==> config.mk <==
export PLATFORM = sky130hd
export DESIGN_NAME = reg_write_arbiter
export DESIGN_NICKNAME = d
export VERILOG_FILES = /design/src/rtl/rf_pkg.sv /design/src/rtl/sync_fifo.sv /design/src/rtl/reg_write_arbiter.sv
export SDC_FILE = /design/constraint.sdc
export NUM_CORES = 1
export LEC_CHECK = 0
export CAP_MARGIN = 5
export CORE_AREA = 10 10 154 184
export DETAILED_ROUTE_END_ITERATION = 7
export DIE_AREA = 0 0 164 194
export PLACE_DENSITY = 0.61
export SLEW_MARGIN = 20
export SYNTH_ARGS = -nofsm -noshare
export SYNTH_HDL_FRONTEND = slang
export SYNTH_HIERARCHICAL = 1
export SYNTH_SLANG_ARGS = --single-unit
==> constraint.sdc <==
create_clock -name clk -period 9 [get_ports clk]
set_clock_uncertainty 0.2 [all_clocks]
set_input_delay 2.25 -clock clk [delete_from_list [all_inputs] [get_ports clk]]
set_output_delay 2.25 -clock clk [all_outputs]
set_load 0.05 [all_outputs]
==> src/rtl/rf_pkg.sv <==
// Shared register-file types and constants for the MIPS write-side front end.
// Carries the default widths, the write-port record and the hardwired-zero index.
package rf_pkg;
  localparam int DATA_WIDTH = 32;
  localparam int ADDR_WIDTH = 5;

  typedef struct packed {
    logic                  we;
    logic [ADDR_WIDTH-1:0] rd;
    logic [DATA_WIDTH-1:0] data;
  } rf_wr_t;

  localparam logic [ADDR_WIDTH-1:0] REG_ZERO = '0;
endpackage

==> src/rtl/sync_fifo.sv <==
// Single-clock FIFO with valid/ready push and a combinational head for same-cycle pop.
// The head is read asynchronously so the arbiter can load it straight into its output register.
module sync_fifo #(
  parameter int WIDTH = 37,
  parameter int DEPTH = 4
) (
  input  logic                     clk,
  input  logic                     rst,
  input  logic                     push_valid,
  output logic                     push_ready,
  input  logic [WIDTH-1:0]         push_data,
  input  logic                     pop,
  output logic [WIDTH-1:0]         pop_data,
  output logic [$clog2(DEPTH):0]   count,
  output logic                     full,
  output logic                     empty
);
  localparam int PW = $clog2(DEPTH);
  localparam int CW = PW + 1;

  logic [WIDTH-1:0] mem [DEPTH];
  logic [PW-1:0]    wr_ptr_reg;
  logic [PW-1:0]    rd_ptr_reg;
  logic [CW-1:0]    count_reg;
  logic             do_push;
  logic             do_pop;

  assign full       = (count_reg == CW'(DEPTH));
  assign empty      = (count_reg == '0);
  assign push_ready = !full;
  assign do_push    = push_valid && !full;
  assign do_pop     = pop && !empty;
  assign pop_data   = mem[rd_ptr_reg];
  assign count      = count_reg;

  always_ff @(posedge clk) begin
    if (do_push) begin
      mem[wr_ptr_reg] <= push_data;
    end
  end

  // Power-of-two depth lets the pointers wrap by plain overflow.
  always_ff @(posedge clk) begin
    if (rst) begin
      wr_ptr_reg <= '0;
      rd_ptr_reg <= '0;
      count_reg  <= '0;
    end else begin
      if (do_push) wr_ptr_reg <= wr_ptr_reg + 1'b1;
      if (do_pop)  rd_ptr_reg <= rd_ptr_reg + 1'b1;
      case ({do_push, do_pop})
        2'b10:   count_reg <= count_reg + 1'b1;
        2'b01:   count_reg <= count_reg - 1'b1;
        default: count_reg <= count_reg;
      endcase
    end
  end
endmodule

==> src/rtl/reg_write_arbiter.sv <==
// Merges WB-stage writes and buffered MDU results onto the single register-file write port,
// tracking pending MDU destinations for decode stalls and exposing the in-flight write for forwarding.
module reg_write_arbiter #(
  parameter int DATA_WIDTH = rf_pkg::DATA_WIDTH,
  parameter int ADDR_WIDTH = rf_pkg::ADDR_WIDTH,
  parameter int DEPTH      = 4
) (
  input  logic                    clk,
  input  logic                    rst,
  input  logic                    pipe_we,
  input  logic [ADDR_WIDTH-1:0]   pipe_rd,
  input  logic [DATA_WIDTH-1:0]   pipe_data,
  input  logic                    mdu_valid,
  output logic                    mdu_ready,
  input  logic [ADDR_WIDTH-1:0]   mdu_rd,
  input  logic [DATA_WIDTH-1:0]   mdu_data,
  input  logic                    pend_set,
  input  logic [ADDR_WIDTH-1:0]   pend_reg,
  input  logic [ADDR_WIDTH-1:0]   rs,
  input  logic [ADDR_WIDTH-1:0]   rt,
  output logic                    stall,
  output logic                    fwd_rs_hit,
  output logic                    fwd_rt_hit,
  output logic [DATA_WIDTH-1:0]   fwd_data,
  output logic                    reg_write,
  output logic [ADDR_WIDTH-1:0]   write_reg,
  output logic [DATA_WIDTH-1:0]   write_data,
  output logic [$clog2(DEPTH):0]  q_count
);
  import rf_pkg::*;

  localparam int NREG = 1 << ADDR_WIDTH;
  localparam int FW   = ADDR_WIDTH + DATA_WIDTH;

  logic                  pipe_req;
  logic                  pop;
  logic                  fifo_ready;
  logic                  fifo_push;
  logic                  fifo_full;
  logic                  fifo_empty;
  logic [FW-1:0]         head;
  logic [ADDR_WIDTH-1:0] head_rd;
  logic [DATA_WIDTH-1:0] head_data;
  logic [NREG-1:0]       pending;
  logic                  reg_write_reg;
  logic [ADDR_WIDTH-1:0] write_reg_reg;
  logic [DATA_WIDTH-1:0] write_data_reg;

  // Writes to r0 are architecturally void, so they neither win the port nor enter the FIFO.
  assign pipe_req  = pipe_we && (pipe_rd != ADDR_WIDTH'(REG_ZERO));
  assign pop       = !pipe_req && !fifo_empty;
  assign mdu_ready = fifo_ready && !rst;
  assign fifo_push = mdu_valid && !rst && (mdu_rd != ADDR_WIDTH'(REG_ZERO));
  assign head_rd   = head[FW-1:DATA_WIDTH];
  assign head_data = head[DATA_WIDTH-1:0];

  sync_fifo #(
    .WIDTH (FW),
    .DEPTH (DEPTH)
  ) u_fifo (
    .clk        (clk),
    .rst        (rst),
    .push_valid (fifo_push),
    .push_ready (fifo_ready),
    .push_data  ({mdu_rd, mdu_data}),
    .pop        (pop),
    .pop_data   (head),
    .count      (q_count),
    .full       (fifo_full),
    .empty      (fifo_empty)
  );

  always_ff @(posedge clk) begin
    if (rst) begin
      reg_write_reg  <= 1'b0;
      write_reg_reg  <= '0;
      write_data_reg <= '0;
    end else if (pipe_req) begin
      reg_write_reg  <= 1'b1;
      write_reg_reg  <= pipe_rd;
      write_data_reg <= pipe_data;
    end else if (pop) begin
      reg_write_reg  <= 1'b1;
      write_reg_reg  <= head_rd;
      write_data_reg <= head_data;
    end else begin
      reg_write_reg  <= 1'b0;
    end
  end

  assign pending[0] = 1'b0;

  // A fresh issue to the same register must survive the retirement of the older result.
  for (genvar gi = 1; gi < NREG; gi++) begin : g_pend
    logic bit_reg;
    logic set_hit;
    logic clr_hit;
    assign set_hit    = pend_set && (pend_reg == ADDR_WIDTH'(gi));
    assign clr_hit    = pop && (head_rd == ADDR_WIDTH'(gi));
    assign pending[gi] = bit_reg;
    always_ff @(posedge clk) begin
      if (rst)          bit_reg <= 1'b0;
      else if (set_hit) bit_reg <= 1'b1;
      else if (clr_hit) bit_reg <= 1'b0;
    end
  end

  assign stall      = pending[rs] | pending[rt];
  assign fwd_rs_hit = reg_write_reg && (write_reg_reg == rs) && (rs != ADDR_WIDTH'(REG_ZERO));
  assign fwd_rt_hit = reg_write_reg && (write_reg_reg == rt) && (rt != ADDR_WIDTH'(REG_ZERO));
  assign fwd_data   = write_data_reg;
  assign reg_write  = reg_write_reg;
  assign write_reg  = write_reg_reg;
  assign write_data = write_data_reg;
endmodule

==> run_results.csv <==
group,metric,value,unit
outcome,result_of_the_run,"complete, no violations",
clock_tree,clkTransAtPathRegs,60,ps
sta,timing.final.ws_setup,1610,ps
place,number_of_port_buffers,170,
floorplanning,placementRows,63,
floorplanning,floorplan.die_area,0.0318,mm²
global_routing,globalRouteMet3Util,0.0401,
sta,clock.fmax,135,MHz
logic_synthesis,xor_and_xnor_area_share_after_synthesis,0.00994,
global_routing,number_of_antenna_violations_at_the_first_check_in_global_routing,1,
place,gpl.final_weighted_congestion,0.846,
place,dp_hpwl,16600,µm
clock_tree,clock_tree.root_cell,"sky130_fd_sc_hd__clkbuf_16",
logic_synthesis,area_share_of_fa_ha_maj_cells_after_synthesis,0.00852,
logic_synthesis,post-synth-top-area-fraction,0.459,
finish,finish.net_count,882,
logic_synthesis,net_count_after_synthesis,755,
logic_synthesis,post_synth_mux_area_share,0.167,
power,leakage,4.17,nW
critical_path,crit-reg2reg-capture,"g_pend[17].bit_reg$_SDFFE_PP0P_",
global_routing,grt-ovfl-total,0,
logic_synthesis,synth-seq-cells,226,
global_routing,grt_util_all_layers,0.150,
sta,grt_setup_unrepaired,"false",
logic_synthesis,synthesis.instances,655,
logic_synthesis,yosys-top-cells-count,"sky130_fd_sc_hd__edfxtp_1, sky130_fd_sc_hd__dfxtp_1, sky130_fd_sc_hd__nor2_1",
flow_run,cap_viol_max_count,0,
clock_tree,ctsHoldBuffers,0,
floorplanning,start_util,0.394,
logic_synthesis,yosysWarningCount,6,
logic_synthesis,post_synth_num_cell_types,49,
global_routing,global_route_wire_length_before_repair,38100,µm
clock_tree,cts_tree,"built",
logic_synthesis,combinational_family_with_the_most_area_after_synthesis,"multiplexers",
route,post-route-drc-count,0,
clock_tree,worstSkewPairLatency,510,ps
logic_synthesis,synth_largest_area_cell,"sky130_fd_sc_hd__edfxtp_1",
logic_synthesis,synth.area.top_cells,"sky130_fd_sc_hd__edfxtp_1, sky130_fd_sc_hd__dfxtp_1, sky130_fd_sc_hd__mux4_2, sky130_fd_sc_hd__mux2i_1, sky130_fd_sc_hd__a211oi_1",
logic_synthesis,post-synth-top-count-cell,"sky130_fd_sc_hd__edfxtp_1",
clock_tree,cts-root-to-sink-buffers,3,
critical_path,r2r_slack,5910,ps
clock_tree,post_cts_resized,0,
critical_path,timing.critical_path.required,6550,ps
sta,worst_slew_margin_rel,0.269,
finish,area_growth,26.0,%
sta,final_period_demand_of_the_worst_path,7390,ps
clock_tree,cts_inserted_buffers,24,
power,p_total,0.00256,W
route,routed_wl,24400,µm
logic_synthesis,synthArstFlopShare,0,
critical_path,timing.critical_path.to,"stall",
route,wl_per_cell,21.7,µm
critical_path,critPathCaptureType,"output pin",
power,max-vdd-ir-drop,0.138,mV
sta,period_share,0.822,
floorplanning,floorplan.io_pins,171,
global_routing,grt_most_used_layer,"met2",
global_routing,first_global_vias,6618,
logic_synthesis,yosysSeqAreaShare,0.620,
critical_path,startpoint,"rt[0]",
route,drt_iter0_drc,283,
logic_synthesis,syn_area_per_cell,14.8,µm²
sta,setup-tns-final,0,ps
clock_tree,ctsHtreeMaxLevel,1,
logic_synthesis,ys.flop_type,"sky130_fd_sc_hd__edfxtp_1",
global_routing,largest_net_degree_at_the_start_of_global_routing,76,
logic_synthesis,synth-compound-area-share,0.0886,
critical_path,worst-r2r-cell-count,5,
floorplanning,die_height,194,µm
global_routing,grt_util_met1,0.179,
critical_path,timing_worst_setup_path_type,"input port to output pin",
finish,drive_gt1_frac,0.134,
place,place_ws,1600,ps
worst_hold_path,hp-class,"register to register",
logic_synthesis,post_synth_and_or_nand_nor_area_fraction,0.0531,
critical_path,worst_setup_path_start_kind,"input port",
global_routing,gr-usage-met2,0.259,
route,final_antenna_net_count,0,
clock_tree,cts_num_sinks,226,
sta,max_slew.worst_pin.slew,1100,ps
route,vias_per_cell,5.38,
floorplanning,fp.coreArea,0.0246,mm²
logic_synthesis,synth-edff-count,148,
power,cellPowerDensity,209,mW/mm²
critical_path,critical_path_arrival,4940,ps
sta,report.final.slew_viol_count,0,
floorplanning,die_x,164,µm
sta,hold_viol,0,
route,drt_first_pass_iters,4,
route,dr_total_vias,6053,
finish,flip_flop_count_of_the_largest_register_after_layout,148,
clock_tree,cts_setup_buffers,0,
critical_path,crit_fanout,10,
logic_synthesis,synth_area,0.00969,mm²
sta,finalSetupViolCount,0,
-- where the power goes --
group	internal (W)	switching (W)	total (W)	leakage (nW)
Clock	0.000624	0.000386	0.00101	0.413
Combinational	0.000152	0.000233	0.000385	1.77
Sequential	0.00114	0.0000220	0.00116	1.98
Total	0.00192	0.000642	0.00256	4.17
-- how the worst min path moves through the flow --
stage,from,endpoint,cells after the start,slack [ps]
finish,u_fifo/rd_ptr_reg[1]$_SDFFE_PP0P_,register,2,290
detailed placement,u_fifo/rd_ptr_reg[1]$_SDFFE_PP0P_,register,2,280
global route,u_fifo/rd_ptr_reg[1]$_SDFFE_PP0P_,register,2,330
global placement,u_fifo/rd_ptr_reg[1]$_SDFFE_PP0P_,register,2,270
CTS,u_fifo/rd_ptr_reg[1]$_SDFFE_PP0P_,register,2,300
floorplan,g_pend[10].bit_reg$_SDFFE_PP0P_,g_pend[10].bit_reg$_SDFFE_PP0P_,2,260
-- critical path: stages --
cell                              delay [ps]
sky130_fd_sc_hd__clkdlybuf4s50_1         820
sky130_fd_sc_hd__mux4_2                  570
sky130_fd_sc_hd__mux2_2                  270
sky130_fd_sc_hd__a31oi_1                 180
sky130_fd_sc_hd__o211ai_1                130
sky130_fd_sc_hd__clkdlybuf4s50_1         720
-- routing by layer --
layer	up-vias	wire (µm)
li1	2806	-
met1	2996	9710
met2	215	12400
met3	36	1740
met4	0	549
met5	-	0
-- cell families (layout without fill, tap and decap cells) --
group	Yosys count	in the layout
simple gates	106	106
compound gates	124	124
other cells	0	1
fa+ha+maj	6	6
flops	226	226
xor+xnor	11	11
buf+inv	86	231
mux	96	96
-- layout make-up --
| cell class | instances | area (µm²) |
|---|---|---|
| fill | 2165 | 12400 |
| inverter | 12 | 45.0 |
| clock buffer | 32 | 692 |
| tap | 325 | 407 |
| antenna | 1 | 2.50 |
| timing repair buffer | 175 | 1730 |
| sequential | 226 | 6010 |
| clock inverter | 12 | 133 |
| multi-input combinational | 343 | 3190 |
-- through the flow --
stage | cells | cell area, µm² | hold slack, ps | utilization
after detailed placement | 1081 | 11400 | 282 | 0.463
final | 1126 | 12200 | 293 | 0.496
after CTS | 1125 | 12200 | 298 | 0.496
after floorplan | 655 | 9690 | 257 | -
after global routing | 1125 | 12200 | 329 | 0.496
after global placement | 1081 | 11400 | 271 | 0.463
-- layout by cell type, fill, tap and decap left out, types with 7 or more instances in the layout --
master	n
sky130_fd_sc_hd__clkdlybuf4s50_1	169
sky130_fd_sc_hd__edfxtp_1	148
sky130_fd_sc_hd__dfxtp_1	76
sky130_fd_sc_hd__nor2_1	49
sky130_fd_sc_hd__mux4_2	43
sky130_fd_sc_hd__mux2i_1	41
sky130_fd_sc_hd__a211oi_1	35
sky130_fd_sc_hd__o21ai_0	28
sky130_fd_sc_hd__clkbuf_16	25
sky130_fd_sc_hd__o311ai_0	21
sky130_fd_sc_hd__a21oi_1	12
sky130_fd_sc_hd__nand2_1	11
sky130_fd_sc_hd__inv_1	10
sky130_fd_sc_hd__o311ai_1	10
sky130_fd_sc_hd__xor2_1	9
sky130_fd_sc_hd__nand3_1	8
sky130_fd_sc_hd__nand2b_1	7
sky130_fd_sc_hd__clkinv_2	7
sky130_fd_sc_hd__mux4_1	7
Power figures use the tool's default switching activity.
